$ cat src/rtl/game_key_pkg.sv
// ---------------------------------------------------------------------------
// game_key_pkg
// Shared definitions for the keyboard event path and the game controller:
//   - edge codes carried in keyboard_input[6:5] (press/hold/release/idle)
//   - the five one-hot game actions carried in keyboard_input[4:0]
//   - PS/2 set-2 scan codes for the mapped keys and the E0/F0 prefixes
//   - mapKey(): translates a resolved scan code into a one-hot action
// Build option: KEY_ARROW_EN enables the E0-prefixed arrow keys as
// alternate keys inside mapKey().
// ---------------------------------------------------------------------------
package game_key_pkg;

    // Edge code: bit 0 set means a key is currently held (press or hold).
    typedef enum logic [1:0] {
        EDGE_IDLE    = 2'b00,
        EDGE_PRESS   = 2'b01,
        EDGE_HOLD    = 2'b11,
        EDGE_RELEASE = 2'b10
    } edge_code_e;

    typedef struct packed {
        edge_code_e  edgeCode;
        logic [4:0]  action;
    } key_event_t;

    localparam logic [4:0] ACT_NONE        = 5'b00000;
    localparam logic [4:0] ACT_FORWARD     = 5'b10000;
    localparam logic [4:0] ACT_BACKWARD    = 5'b01000;
    localparam logic [4:0] ACT_ANGLE_UP    = 5'b00100;
    localparam logic [4:0] ACT_ANGLE_DOWN  = 5'b00010;
    localparam logic [4:0] ACT_HOLD_CANNON = 5'b00001;

    localparam logic [7:0] SC_PREFIX_EXT = 8'hE0;
    localparam logic [7:0] SC_PREFIX_BRK = 8'hF0;

    localparam logic [7:0] SC_KEY_D      = 8'h23;
    localparam logic [7:0] SC_KEY_A      = 8'h1C;
    localparam logic [7:0] SC_KEY_W      = 8'h1D;
    localparam logic [7:0] SC_KEY_S      = 8'h1B;
    localparam logic [7:0] SC_KEY_SPACE  = 8'h29;

    localparam logic [7:0] SC_EXT_RIGHT  = 8'h74;
    localparam logic [7:0] SC_EXT_LEFT   = 8'h6B;
    localparam logic [7:0] SC_EXT_UP     = 8'h75;
    localparam logic [7:0] SC_EXT_DOWN   = 8'h72;

    // Returns ACT_NONE for any code that is not a game key. Extended codes
    // only map when the arrow option is built in; otherwise they are
    // swallowed here so they never alias onto the plain letter keys.
    function automatic logic [4:0] mapKey(input logic [7:0] code, input logic ext);
        logic [4:0] act;
        act = ACT_NONE;
        if (!ext) begin
            case (code)
                SC_KEY_D:     act = ACT_FORWARD;
                SC_KEY_A:     act = ACT_BACKWARD;
                SC_KEY_W:     act = ACT_ANGLE_UP;
                SC_KEY_S:     act = ACT_ANGLE_DOWN;
                SC_KEY_SPACE: act = ACT_HOLD_CANNON;
                default:      act = ACT_NONE;
            endcase
        end
`ifdef KEY_ARROW_EN
        else begin
            case (code)
                SC_EXT_RIGHT: act = ACT_FORWARD;
                SC_EXT_LEFT:  act = ACT_BACKWARD;
                SC_EXT_UP:    act = ACT_ANGLE_UP;
                SC_EXT_DOWN:  act = ACT_ANGLE_DOWN;
                default:      act = ACT_NONE;
            endcase
        end
`endif
        return act;
    endfunction

endpackage

$ cat src/rtl/key_event_encoder_if.sv
// ---------------------------------------------------------------------------
// key_event_encoder_if
// Bundles the keyboard-side pins and the event word towards the controller.
//   ps2_clk, ps2_data   raw PS/2 lines (asynchronous to the system clock)
//   keyboard_input[6:0] {edge code, one-hot action}, registered
//   frame_err           one-cycle pulse on a bad or timed-out PS/2 frame
// Modports:
//   master  drives the PS/2 lines and observes the event word
//   slave   the encoder: reads the PS/2 lines, drives the event word
// ---------------------------------------------------------------------------
interface key_event_encoder_if;

    logic       ps2_clk;
    logic       ps2_data;
    logic [6:0] keyboard_input;
    logic       frame_err;

    modport master (
        output ps2_clk,
        output ps2_data,
        input  keyboard_input,
        input  frame_err
    );

    modport slave (
        input  ps2_clk,
        input  ps2_data,
        output keyboard_input,
        output frame_err
    );

endinterface

$ cat src/rtl/ps2_rx.sv
// ---------------------------------------------------------------------------
// ps2_rx
// PS/2 device-to-host frame receiver.
// Ports:
//   clock, rst      system clock, asynchronous active-high reset
//   ps2_clk_i       raw PS/2 clock
//   ps2_data_i      raw PS/2 data
//   byte_valid_o    one-cycle pulse when a good frame completes
//   byte_data_o     received byte, valid while byte_valid_o is high
//   frame_err_o     one-cycle pulse on start/parity/stop error or timeout
// Frame: start(0), 8 data bits LSB first, odd parity, stop(1). Both lines go
// through 2-flop synchronizers; data is sampled on the synced clock's fall.
// ---------------------------------------------------------------------------
module ps2_rx #(
    parameter int TIMEOUT_CYCLES = 50000
) (
    input  logic       clock,
    input  logic       rst,
    input  logic       ps2_clk_i,
    input  logic       ps2_data_i,
    output logic       byte_valid_o,
    output logic [7:0] byte_data_o,
    output logic       frame_err_o
);

    localparam int TW = $clog2(TIMEOUT_CYCLES + 1);
    localparam logic [TW-1:0] TIMER_MAX = TW'(TIMEOUT_CYCLES);
    localparam logic [TW-1:0] TIMER_ONE = TW'(1);

    logic [1:0]    clkSync_q;
    logic [1:0]    dataSync_q;
    logic          clkPrev_q;
    logic [3:0]    bitCount_q, bitCount_d;
    logic [7:0]    shift_q, shift_d;
    logic          parity_q, parity_d;
    logic [TW-1:0] timer_q, timer_d;
    logic          byteValid_q, byteValid_d;
    logic          frameErr_q, frameErr_d;

    logic          fallEdge;
    logic          dataBit;

    assign fallEdge = clkPrev_q & ~clkSync_q[1];
    assign dataBit  = dataSync_q[1];

    // Synchronizers reset to the idle-high line level so leaving reset never
    // looks like a falling edge.
    always_ff @(posedge clock or posedge rst) begin
        if (rst) begin
            clkSync_q  <= 2'b11;
            dataSync_q <= 2'b11;
            clkPrev_q  <= 1'b1;
        end else begin
            clkSync_q  <= {clkSync_q[0], ps2_clk_i};
            dataSync_q <= {dataSync_q[0], ps2_data_i};
            clkPrev_q  <= clkSync_q[1];
        end
    end

    // Bit position 0 waits for the start bit, 1..8 shift data in from the
    // top (LSB arrives first), 9 captures parity, 10 checks stop and parity.
    // The idle timer restarts on every falling edge and saturates otherwise;
    // it only matters while a frame is partially received.
    always_comb begin
        bitCount_d  = bitCount_q;
        shift_d     = shift_q;
        parity_d    = parity_q;
        byteValid_d = 1'b0;
        frameErr_d  = 1'b0;
        timer_d     = (timer_q == TIMER_MAX) ? timer_q : timer_q + TIMER_ONE;

        if (fallEdge) begin
            timer_d = '0;
            if (bitCount_q == 4'd0) begin
                if (!dataBit) begin
                    bitCount_d = 4'd1;
                end else begin
                    frameErr_d = 1'b1;
                end
            end else if (bitCount_q <= 4'd8) begin
                shift_d    = {dataBit, shift_q[7:1]};
                bitCount_d = bitCount_q + 4'd1;
            end else if (bitCount_q == 4'd9) begin
                parity_d   = dataBit;
                bitCount_d = 4'd10;
            end else begin
                bitCount_d = 4'd0;
                if (dataBit && (^{shift_q, parity_q})) begin
                    byteValid_d = 1'b1;
                end else begin
                    frameErr_d = 1'b1;
                end
            end
        end else if ((bitCount_q != 4'd0) && (timer_q == TIMER_MAX)) begin
            bitCount_d = 4'd0;
            frameErr_d = 1'b1;
        end
    end

    always_ff @(posedge clock or posedge rst) begin
        if (rst) begin
            bitCount_q  <= 4'd0;
            shift_q     <= 8'd0;
            parity_q    <= 1'b0;
            timer_q     <= '0;
            byteValid_q <= 1'b0;
            frameErr_q  <= 1'b0;
        end else begin
            bitCount_q  <= bitCount_d;
            shift_q     <= shift_d;
            parity_q    <= parity_d;
            timer_q     <= timer_d;
            byteValid_q <= byteValid_d;
            frameErr_q  <= frameErr_d;
        end
    end

    assign byte_valid_o = byteValid_q;
    assign byte_data_o  = shift_q;
    assign frame_err_o  = frameErr_q;

endmodule

$ cat src/rtl/key_event_encoder.sv
// ---------------------------------------------------------------------------
// key_event_encoder
// Turns the PS/2 keyboard stream into the 7-bit keyboard_input event word
// {edge code, one-hot action} for the game controller.
// Ports:
//   clock   system clock
//   rst     asynchronous active-high reset
//   bus     key_event_encoder_if.slave: ps2_clk, ps2_data in;
//           keyboard_input[6:0], frame_err out
// Parameter TIMEOUT_CYCLES: idle cycles before a partial frame is dropped.
// Build option: KEY_ARROW_EN adds E0-prefixed arrow keys as alternate keys;
// without it every extended make/break is ignored.
// ---------------------------------------------------------------------------
module key_event_encoder
    import game_key_pkg::*;
#(
    parameter int TIMEOUT_CYCLES = 50000
) (
    input  logic              clock,
    input  logic              rst,
    key_event_encoder_if.slave bus
);

    localparam logic [1:0] ST_IDLE    = 2'd0;
    localparam logic [1:0] ST_EXT     = 2'd1;
    localparam logic [1:0] ST_BRK     = 2'd2;
    localparam logic [1:0] ST_EXT_BRK = 2'd3;

    logic       byteValid;
    logic [7:0] byteData;
    logic       frameErr;

    logic [1:0] prefix_q, prefix_d;
    logic       isMake;
    logic       isBreak;
    logic       isExt;
    logic [4:0] keyAction;
    logic [4:0] activeAction;

    key_event_t kbd_q, kbd_d;

    ps2_rx #(
        .TIMEOUT_CYCLES(TIMEOUT_CYCLES)
    ) u_rx (
        .clock        (clock),
        .rst          (rst),
        .ps2_clk_i    (bus.ps2_clk),
        .ps2_data_i   (bus.ps2_data),
        .byte_valid_o (byteValid),
        .byte_data_o  (byteData),
        .frame_err_o  (frameErr)
    );

    // Prefix tracking: E0 and F0 only steer the state; any other byte
    // resolves as a make or break and returns to IDLE. A bad frame drops
    // any half-collected prefix so it cannot attach to the next key.
    always_comb begin
        prefix_d = prefix_q;
        isMake   = 1'b0;
        isBreak  = 1'b0;
        isExt    = 1'b0;
        if (frameErr) begin
            prefix_d = ST_IDLE;
        end else if (byteValid) begin
            case (prefix_q)
                ST_IDLE: begin
                    if (byteData == SC_PREFIX_EXT) begin
                        prefix_d = ST_EXT;
                    end else if (byteData == SC_PREFIX_BRK) begin
                        prefix_d = ST_BRK;
                    end else begin
                        isMake = 1'b1;
                    end
                end
                ST_EXT: begin
                    if (byteData == SC_PREFIX_BRK) begin
                        prefix_d = ST_EXT_BRK;
                    end else begin
                        isMake   = 1'b1;
                        isExt    = 1'b1;
                        prefix_d = ST_IDLE;
                    end
                end
                ST_BRK: begin
                    isBreak  = 1'b1;
                    prefix_d = ST_IDLE;
                end
                default: begin
                    isBreak  = 1'b1;
                    isExt    = 1'b1;
                    prefix_d = ST_IDLE;
                end
            endcase
        end
    end

    assign keyAction = mapKey(byteData, isExt);

    // The output register doubles as the active-key record: a key is held
    // exactly while the edge code shows press or hold.
    assign activeAction = ((kbd_q.edgeCode == EDGE_PRESS) || (kbd_q.edgeCode == EDGE_HOLD))
                          ? kbd_q.action : ACT_NONE;

    // While a key is held, only its own break ends the hold; everything else,
    // including typematic repeats, keeps it in hold. Press and release each
    // last one cycle because the next cycle re-evaluates from the held state.
    always_comb begin
        kbd_d.edgeCode = EDGE_IDLE;
        kbd_d.action   = ACT_NONE;
        if (activeAction != ACT_NONE) begin
            kbd_d.action = activeAction;
            if (isBreak && (keyAction == activeAction)) begin
                kbd_d.edgeCode = EDGE_RELEASE;
            end else begin
                kbd_d.edgeCode = EDGE_HOLD;
            end
        end else if (isMake && (keyAction != ACT_NONE)) begin
            kbd_d.edgeCode = EDGE_PRESS;
            kbd_d.action   = keyAction;
        end
    end

    always_ff @(posedge clock or posedge rst) begin
        if (rst) begin
            prefix_q <= ST_IDLE;
            kbd_q    <= '0;
        end else begin
            prefix_q <= prefix_d;
            kbd_q    <= kbd_d;
        end
    end

    assign bus.keyboard_input = kbd_q;
    assign bus.frame_err      = frameErr;

endmodule

$ cat src/flat_wrapper.sv
// flat-port wrapper written by rule: the top's interface ports become plain ports
module key_event_encoder_flat import game_key_pkg::*;
#(
    parameter int TIMEOUT_CYCLES = 50000
)
  (clock, rst, bus_ps2_clk, bus_ps2_data, bus_keyboard_input, bus_frame_err);
  key_event_encoder_if bus_i ();
  input  logic clock;
  input  logic rst;
  input wire logic [$bits(bus_i.ps2_clk)-1:0] bus_ps2_clk;
  input wire logic [$bits(bus_i.ps2_data)-1:0] bus_ps2_data;
  output wire logic [$bits(bus_i.keyboard_input)-1:0] bus_keyboard_input;
  output wire logic [$bits(bus_i.frame_err)-1:0] bus_frame_err;
  assign bus_i.ps2_clk = bus_ps2_clk;
  assign bus_i.ps2_data = bus_ps2_data;
  assign bus_keyboard_input = bus_i.keyboard_input;
  assign bus_frame_err = bus_i.frame_err;
  key_event_encoder #(.TIMEOUT_CYCLES(TIMEOUT_CYCLES)) u_core (.clock(clock), .rst(rst), .bus(bus_i));
endmodule
$ cat config.mk
export PLATFORM = sky130hd
export DESIGN_NAME = key_event_encoder_flat
export DESIGN_NICKNAME = d
export VERILOG_FILES = /design/src/rtl/game_key_pkg.sv /design/src/rtl/key_event_encoder_if.sv /design/src/rtl/ps2_rx.sv /design/src/rtl/key_event_encoder.sv /design/src/flat_wrapper.sv
export SDC_FILE = /design/constraint.sdc
export NUM_CORES = 1
export LEC_CHECK = 0
export CORE_AREA = 2 2 106 57
export CTS_BUF_LIST = sky130_fd_sc_hd__clkbuf_4 sky130_fd_sc_hd__clkbuf_8
export CTS_CLUSTER_SIZE = 40
export DETAILED_ROUTE_END_ITERATION = 8
export DIE_AREA = 0 0 108 59
export GPL_TIMING_DRIVEN = 0
export PLACE_DENSITY = 0.69
export SYNTH_ARGS = -nofsm -noshare
export SYNTH_HDL_FRONTEND = slang
export SYNTH_SLANG_ARGS = --single-unit
$ cat constraint.sdc
create_clock -name clock -period 2.1 [get_ports clock]
set_input_delay 0.42 -clock clock [delete_from_list [all_inputs] [get_ports clock]]
set_output_delay 0.42 -clock clock [all_outputs]
set_load 0.02 [all_outputs]
After elaboration in Yosys (flattened, before gate mapping)
Index checks and enable logic that the tools add are counted.
{"block": "op_classes", "n_addsub": 2, "order_cmp": 1, "eq_ne": 17, "muxes": 43, "bitwise_logic": 4, "n_reduce_logical": 19}
{"cell": "two-way mux 16 bit", "n": 2}
{"cell": "one-hot mux 5 bit (5 select lines)", "n": 1}
{"cell": "== test 8 x 5 -> 1 bit, second input constant", "n": 3}
{"cell": "two-way mux 4 bit", "n": 6}
{"cell": "two-way mux 1 bit", "n": 22}
{"cell": "adder 16 x 1 -> 16 bit, second input constant", "n": 1}
{"cell": "== test 16 bit, second input constant", "n": 1}
{"cell": "== test 8 x 6 -> 1 bit, second input constant", "n": 2}
{"cell": "== test 8 bit, second input constant", "n": 2}
{"cell": "two-way mux 2 bit", "n": 5}
{"cell": "two-way mux 5 bit", "n": 2}
{"cell": "nonzero test 5 bit", "n": 2}
{"cell": "XOR reduction 9 bit", "n": 1}
{"cell": "two-way mux 7 bit", "n": 1}
{"cell": "two-way mux 6 bit", "n": 1}
{"cell": "== test 5 bit", "n": 1}
{"cell": "adder 4 x 1 -> 4 bit, second input constant", "n": 1}
{"cell": "== test 2 x 1 -> 1 bit, second input constant", "n": 2}
{"cell": "== test 2 bit, second input constant", "n": 2}
{"cell": "== test 4 bit, second input constant", "n": 1}
{"cell": "less-or-equal comparator 4 bit, second input constant", "n": 1}
{"cell": "logical AND 1 bit", "n": 4}
{"cell": "zero test 4 bit", "n": 1}
{"cell": "!= test 4 x 2 -> 1 bit, second input constant", "n": 1}
{"cell": "14 further kinds", "n": 20}
{"block": "totals", "register_bits": 45, "inputBits": 4, "out_inout_bits": 8, "wordCells": 98}

Longest topological paths before layout
Gate-level depths: netlist of run 1.
{"block": "depth", "ltp_word": 10, "depth_mapped": 8, "depth_no_buf": 8}

By module
From an unflattened synthesis of run 1, not the netlist that was laid out.
{"block": "hier_totals", "hier_cells": 235, "area_unflattened_um2": 2421.1}
{"module": "ps2_rx", "instances": 1, "cells_each": 158, "area_each_um2": 1762.9, "seq_area_each_um2": 907.1}
{"module": "key_event_encoder", "instances": 1, "cells_each": 77, "area_each_um2": 658.1, "seq_area_each_um2": 225.2}

Worst setup path after synthesis of run 1
Ideal clock, no wire load.
{"block": "synth_timing", "kind": "reg-to-reg", "startpoint": "register u_core.u_rx.bitCount_q[0]", "endpoint": "register u_core.u_rx.shift_q[0], in the netlist u_core.u_rx.byte_data_o[0]", "setup_ns": 0.125, "t_arrival_ns": 1.823, "t_required_ns": 1.975, "setup_slack_ns": 0.152, "stages_incl_launch_ff": 8, "synth_period_minus_slack_ns": 1.948, "cell_sequence": "dfrtp_1 -> inv_1 -> ha_1 -> nand2b_1 -> or2_2 -> nand3_1 -> buf_1 -> mux2_2"}
{"block": "synth_via", "elab_chain_len": 3, "elab_cells_between_ends": 4}
{"element": "start, declared", "line_no": "ps2_rx.sv:33", "rtl": "logic [3:0] bitCount_q, bitCount_d;"}
{"element": "start signal, assigned", "line_no": "ps2_rx.sv:109", "rtl": "bitCount_q <= bitCount_d;"}
{"element": "parallel branches: the longest is 2 deep, another holds less-or-equal comparator 4 bit"}
{"element": "AND reduction 3 bit (no source line) (*)"}
{"element": "end signal, assigned", "line_no": "ps2_rx.sv:110", "rtl": "shift_q <= shift_d;"}
{"element": "end, declared", "line_no": "ps2_rx.sv:34", "rtl": "logic [7:0] shift_q, shift_d;"}
Mark *: on every way between the ends.
A chain may end at the register's enable or synchronous reset.

Final worst setup path of run 1
{"block": "layout_timing", "startpoint": "register u_core.u_rx.bitCount_q[1]", "endpoint": "register u_core.u_rx.shift_q[5], in the netlist u_core.u_rx.byte_data_o[5]"}
Same word-level chain as after synthesis.

==> results of run 1 <==
kinds of logic (layout without fill, tap and decap cells):
kind of cell               Yosys count  count (layout)  share of synthesized area (%)
AOI/OAI and AO/OA                   43              43                           12.1
buffers and inverters               19              41                           3.05
DFF                                 45              45                           47.7
adders and majority gates            6               6                           3.05
and+or+nand+nor                     96              96                           22.6
muxes                                9               9                           4.21
xor gates and xnor gates            20              20                           7.37
cells in the mapped netlist, types with 2 or more instances:
cell	count	area share [%]
xnor2_1	10	3.7
a21oi_1	9	1.9
o21ai_0	12	2.5
clkbuf_1	8	1.3
and3b_1	3	1.1
inv_1	9	1.4
nand3b_1	2	0.63
and4b_1	2	0.84
a31oi_1	2	0.53
mux2_2	8	3.8
o211ai_1	2	0.63
o31ai_1	2	0.63
nor2b_1	2	0.53
nand3_1	13	2.7
dfstp_2	5	5.5
nand4_1	8	2.1
xor2_1	10	3.7
or3_1	3	0.79
nand2b_1	3	0.79
and3_1	3	0.79
nor3_1	3	0.63
a41oi_1	2	0.74
a21o_1	5	1.6
nor2_1	24	3.8
o21bai_1	2	0.63
ha_1	5	2.6
nand2_1	18	2.8
dfrtp_1	40	42
sequential cells by signal, summed over array words and instances (netlist names), 2 cells and up:
| signal | cells |
|---|---|
| u_core.u_rx.dataSync_q | 2 |
| u_core.u_rx.bitCount_q | 4 |
| u_core.bus.keyboard_input | 7 |
| u_core.u_rx.byte_data_o | 8 |
| u_core.u_rx.clkSync_q | 2 |
| u_core.u_rx.timer_q | 16 |
| u_core.prefix_q | 2 |
metrics by stage:
stage               utilization [%]  instance area [µm²]
floorplan                         -                 2380
global placement               48.2                 2580
detailed placement             48.6                 2600
CTS                            50.9                 2720
global route                   51.2                 2740
finish                         51.2                 2740
power groups by stage:
stage          Combinational [µW]  Clock (µW)  Sequential, µW
3_3_place_gp                  912           0            1160
2_1_floorplan                 782           0            1130
4_1_cts                      1010         587            1160
6_report                      982         571            1190
5_1_grt                      1100         623            1230
3_5_place_dp                  957           0            1160
layout make-up:
cell class | instances | area share (%)
clock buffer | 8 | 3.56
timing repair buffer | 15 | 5.57
multi-input combinational | 174 | 43.3
sequential | 45 | 41.4
buffer | 9 | 1.60
tap | 73 | 3.33
inverter | 9 | 1.23
path summary, 6_finish.rpt:
check	from	endpoint	slack, ns	depth (start not counted)
worst max-delay path	u_core.u_rx.bitCount_q[1]$_DFFE_PP0P_	u_core.u_rx.byte_data_o[5]$_DFFE_PP0P_	0.11	7
worst min-delay path	u_core.u_rx.clkSync_q[0]$_DFF_PP1_	u_core.u_rx.clkSync_q[1]$_DFF_PP1_	0.35	0
worst max register to register	u_core.u_rx.bitCount_q[1]$_DFFE_PP0P_	u_core.u_rx.byte_data_o[5]$_DFFE_PP0P_	0.11	7
worst min register to register	u_core.u_rx.clkSync_q[0]$_DFF_PP1_	u_core.u_rx.clkSync_q[1]$_DFF_PP1_	0.35	0
max in group asynchronous	rst	u_core.u_rx.dataSync_q[0]$_DFF_PP1_	1.22	3
min in group asynchronous	rst	u_core.bus.keyboard_input[1]$_DFF_PP0_	0.36	2
what timing repair did:
action,4_1_cts,5_1_grt
cloned,0,0
setup endpoints to repair,7,5
gates resized for setup,4,5
hold endpoints to repair,0,0
pin swaps,1,0
setup buffers,1,2
per-layer routing:
metal | global-route usage (%) | vias to the layer above
li1 | - | 883
met1 | 21.1 | 885
met2 | 27.4 | 29
met3 | 3.63 | 4
met4 | 4.95 | 0
met5 | 0 | -
==> impl_metrics.csv, run 1 <==
group,metric,value,unit
power_and_ir_drop,p_total,2740,µW
detailed_routing,wl_met2,2.23,mm
clock_tree,postCtsHoldBufs,0,
sta,rsz0062_at_grt,"no",
worst_setup_path,worstSetupPathType,"flop to flop",
synthesis,async_reset_ff_share,100,%
clock_tree,insertion_delay,0.29,ns
synthesis,syn_nets,247,
layout,nFillCells,476,
grt,grt.overflow.total,0,
synthesis,yosysSeqAreaShare,47.7,%
sta,fin_skew,0.0103,ns
clock_tree,numCtsBuffers,5,
sta,worst_pin_slew,0.469,ns
detailed_routing,via_per_inst,5.41,
worst_setup_path,path_buf_inv,2,
detailed_routing,antenna_left,0,
power_and_ir_drop,p_comb_share,35.8,%
detailed_routing,drtIter0Drc,56,
synthesis,synth.avg_cell_area,9.98,µm²
sta,period_minus_slack,1.99,ns
layout,register_area,0.00113,mm²
sta,hold_viol_final,0,
detailed_routing,route.met3.wl,160,µm
synthesis,ys_types,51,
clock_tree,clkSlewWorstSetupHoldPaths,0.08,ns
grt,grt_pass1_wl,8.00,mm
sta,whs,0.352,ns
layout,syn_to_final_growth,15.3,%
detailed_routing,drt_first_pass_iters,4,
power_and_ir_drop,pwr-share-seq,43.3,%
die,die_h,59,µm
synthesis,syn_inst,238,
grt,antenna_found_initial,0,
run_status,status,"complete, no violations",
worst_setup_path,slowest_delay,0.42,ns
layout,drive_gt1_share,15.8,%
power_and_ir_drop,intPower,1750,µW
die,fp.dieW,108,µm
layout,num-nets-final,268,
sta,finalCritPeriodShare,94.7,%
layout,mostFrequentLayoutCells,"dfrtp_1, nor2_1, nand2_1, nand3_1, o21ai_0",
clock_tree,root_buffer,"clkbuf_8",
synthesis,synth_flop_cell,"dfrtp_1",
power_and_ir_drop,p_switching,989,µW
detailed_routing,wl_met1,2.19,mm
worst_setup_path,worstPathRequired,2.29,ns
place,io_buffers,11,
worst_setup_path,cp-start-kind,"flop",
die,coreArea,0.00535,mm²
synthesis,ys_seq_elements,45,
sta,finalSetupViolations,0,
place,post-place-ws,-0.156,ns
hold_path,hold_path_class,"flop to flop",
sta,slew_violations,0,
worst_setup_path,endpoint_kind,"flop",
detailed_routing,drc,0,
sta,timing.fmax,503,MHz
place,hpwl,3.25,mm
die,fp.dieArea,0.00637,mm²
sta,setup_ws,0.112,ns
worst_setup_path,crit_fanout,10,
power_and_ir_drop,power_density,1000,mW/mm²
clock_tree,clockBufferDepth,2,
worst_setup_path,crit_slowest_cell,"dfrtp_1",
worst_setup_path,critPathArrivalTime,2.17,ns
detailed_routing,vias,1801,
grt,grt_pass1_vias,1754,
worst_setup_path,cp_top_family,"simple AND/OR/NAND/NOR gates",
power_and_ir_drop,power_leakage,0.00117,µW
power_and_ir_drop,pwr-share-clk,20.8,%
clock_tree,cts_tree,"yes",
flow_run,drv_cap,0,
layout,num_antenna_cells,0,
place,dp_cells,323,
die,pin_count,12,
detailed_routing,wire_per_inst,13.9,µm
grt,grt_max_degree,37,
layout,final_common_cell,"dfrtp_1",
grt,track_usage,16.1,%
detailed_routing,wl,4.64,mm
synthesis,synth_area,0.00238,mm²
synthesis,synth_edf_count,0,
power_and_ir_drop,p_sw_share,36.1,%
layout,fin_cells,333,
sta,tns,0,ns
layout,multi_input_area,0.00119,mm²
clock_tree,numClockSinks,45,
power_and_ir_drop,peakVddDrop,0.000396,V
detailed_routing,top_layer_used,"met4",
place,place_congestion,0.874,
sta,maxSlewHeadroom,68.8,%
clock_tree,htreeDepth,2,
synthesis,synth_warnings,0,
die,rows,19,
worst_setup_path,crit_chain,"inv_1 -> ha_1 -> nand2b_1 -> or2_2 -> nand3_1 -> buf_6 -> mux2_2",
die,start_util,44.4,%
Power figures use the tool's default switching activity.
==> run 2, diff against run 1 <==
Settings changed: PLACE_DENSITY 0.69 to 0.72, REMOVE_ABC_BUFFERS set to 1.
Clock period 2.1 ns to 1.68 ns, I/O delays scaled along.
==> run 2 against run 1 <==
  * The run now ends with negative setup slack left
  * Routed wire length grew 22%
  * Design area grew 13%
  * Sequential share of layout area shrank 4.5 points
  * Total power grew 40%
  * Sequential power grew 29%
  * Clock skew shrank 0.0079 ns
  * First-iteration DRC count grew to 2.6 times the previous value
  * Cell count grew 6.9%
  * Global-route usage grew 2.5 points
  * Combinational power grew 63%
  * Die area is the same
==> impl_metrics.csv, run 2 (synthesis results as in run 1) <==
group,metric,value,unit
detailed_routing,wl,5.67,mm
layout,drive_gt1_share,33.6,%
worst_setup_path,crit_fanout,4,
power_and_ir_drop,power_density,1240,mW/mm²
layout,regMostFlops,"u_core.u_rx.timer_q",
layout,multi_input_area,0.00133,mm²
worst_setup_path,reg2reg_from,"u_core.u_rx.timer_q[10]$_DFFE_PP0P_",
detailed_routing,drtIter0Drc,143,
worst_setup_path,slowest_delay,0.54,ns
sta,setup_ws,-0.293,ns
layout,num-nets-final,291,
run_status,violations,"negative setup slack",
detailed_routing,drc,0,
sta,worst_pin_slew,0.562,ns
sta,finalCritPeriodShare,117,%
sta,timing.fmax,507,MHz
clock_tree,clockBufferDepth,2,
grt,grt.overflow.total,0,
sta,fin_skew,0.00244,ns
detailed_routing,drt_first_pass_iters,4,
worst_setup_path,r2r_slack,-0.29,ns
power_and_ir_drop,peakVddDrop,0.000549,V
detailed_routing,vias,2010,
worst_setup_path,path_buf_inv,0,
sta,tns,-1.49,ns
run_status,status,"finished with violations",
worst_setup_path,crit_slowest_cell,"or4_4",
worst_setup_path,reg2reg_depth,6,
place,place_congestion,0.890,
worst_setup_path,cp-startpoint,"u_core.u_rx.timer_q[10]$_DFFE_PP0P_",
clock_tree,clkSlewWorstSetupHoldPaths,0.09,ns
worst_setup_path,worstPathRequired,1.91,ns
layout,num_antenna_cells,0,
worst_setup_path,crit_chain,"or4_4 -> nor4_4 -> a21oi_2 -> a21oi_4 -> a41oi_2 -> a21oi_1",
layout,mostFrequentLayoutCells,"dfrtp_1, buf_4, nor2_1, nand2_1, nand3_1",
hold_path,hold_path_class,"primary input to asynchronous set/reset pin",
detailed_routing,antenna_left,0,
clock_tree,root_buffer,"clkbuf_8",
power_and_ir_drop,power_leakage,0.00141,µW
sta,finalSetupViolations,9,
power_and_ir_drop,p_switching,1410,µW
grt,grt_max_degree,33,
layout,nFillCells,422,
power_and_ir_drop,pwr-share-seq,40.2,%
layout,fin_util,57.8,%
power_and_ir_drop,p_comb_share,41.7,%
die,die_h,59,µm
worst_setup_path,critPathArrivalTime,2.21,ns
grt,antenna_found_initial,0,
power_and_ir_drop,p_sw_share,36.9,%
sta,maxSlewHeadroom,62.4,%
grt,track_usage,18.6,%
detailed_routing,wire_per_inst,15.9,µm
worst_setup_path,cp-endpoint,"u_core.u_rx.bitCount_q[3]$_DFFE_PP0P_",
clock_tree,numClockSinks,45,
die,pin_count,12,
power_and_ir_drop,intPower,2420,µW
die,coreArea,0.00535,mm²
clock_tree,htreeDepth,2,
die,rows,19,
layout,register_area,0.00114,mm²
sta,slew_violations,0,
sta,period_minus_slack,1.97,ns
place,io_buffers,11,
worst_setup_path,worstSetupPathType,"flop to flop",
flow_run,drv_cap,0,
power_and_ir_drop,pwr-share-clk,18.0,%
worst_setup_path,cp_top_family,"simple AND/OR/NAND/NOR gates",
place,dp_cells,313,
clock_tree,cts_tree,"yes",
grt,grt_pass1_vias,1959,
layout,largest_register_ff_count,16,
sta,whs,0.300,ns
worst_setup_path,path_depth,6,
worst_setup_path,r2r_end,"u_core.u_rx.bitCount_q[3]$_DFFE_PP0P_",
die,fp.dieArea,0.00637,mm²
sta,rsz0062_at_grt,"yes",
layout,syn_to_final_growth,30.2,%
detailed_routing,via_per_inst,5.65,
layout,final_common_cell,"dfrtp_1",
clock_tree,numCtsBuffers,5,
worst_setup_path,cp-start-kind,"flop",
grt,grt_pass1_wl,9.03,mm
clock_tree,postCtsHoldBufs,0,
place,hpwl,3.08,mm
layout,fin_cells,356,
die,start_util,44.4,%
die,fp.dieW,108,µm
sta,hold_viol_final,0,
clock_tree,insertion_delay,0.30,ns
worst_setup_path,endpoint_kind,"flop",
## run 2: cell types whose count changed in the layout (fill, tap and decap cells not counted), sizes merged
| cell | delta |
|---|---|
| nor2b | +1 |
| clkinv | +2 |
| dlymetal6s2s | +3 |
| dlygate4sd2 | +4 |
| buf | +29 |
| clkdlybuf4s50 | -7 |
| clkbuf | -9 |
## run 2: through the flow
stage / cell area [µm²] / total power [µW] / setup WS [ns]
6_report: 3090 / 3830 / -0.293
5_1_grt: 3090 / 4060 / -0.361
4_1_cts: 2890 / 3590 / -0.206
3_5_place_dp: 2560 / 2570 / -0.794
3_3_place_gp: 2540 / 2520 / -1.43
2_1_floorplan: 2340 / 2350 / -0.751
## run 2: power by group through the flow
stage / sequential (µW) / clock, µW / combinational (µW)
detailed placement: 1580 / 0 / 998
global placement: 1570 / 0 / 955
finish: 1540 / 691 / 1600
CTS: 1530 / 701 / 1360
global route: 1580 / 738 / 1740
floorplan: 1490 / 0 / 857
## run 2: cell type report
| cell class | instances | area share [%] |
|---|---|---|
| flip-flops and latches | 45 | 36.9 |
| repair buffers | 46 | 13.2 |
| clock inverters | 2 | 0.324 |
| inverters | 9 | 1.09 |
| clock buffers | 6 | 2.47 |
| multi-input cells | 175 | 43.1 |
| well taps | 73 | 2.95 |
## run 2: worst min path at each step
stage / end / slack (ns) / depth (start not counted)
final: u_core.u_rx.byte_data_o[2]$_DFFE_PP0P_ / 0.30 / 2
after detailed placement: u_core.u_rx.dataSync_q[1]$_DFF_PP1_ / 0.35 / 0
after global placement: u_core.u_rx.clkSync_q[1]$_DFF_PP1_ / 0.35 / 0
after global routing: u_core.u_rx.byte_data_o[0]$_DFFE_PP0P_ / 0.34 / 2
after CTS: u_core.bus.keyboard_input[0]$_DFF_PP0_ / 0.31 / 2
after floorplan: u_core.u_rx.clkSync_q[0]$_DFF_PP1_ / 0.34 / 0
## run 2: layer usage
layer | vias to the layer above | wire length [µm] | GRT usage (%)
met1 | 1015 | 2400 | 22.4
met2 | 47 | 2890 | 32.0
met4 | 0 | 138 | 9.16
li1 | 935 | - | -
met3 | 13 | 232 | 4.62
met5 | - | 0 | 0
## run 2: repair_timing
item | 4_1_cts | 5_1_grt
hold endpoints to repair | 0 | 0
pin swaps | 10 | 8
setup buffers | 19 | 15
endpoints found under the setup margin | 28 | 21
gates resized for setup | 33 | 19
gates cloned | 1 | 0
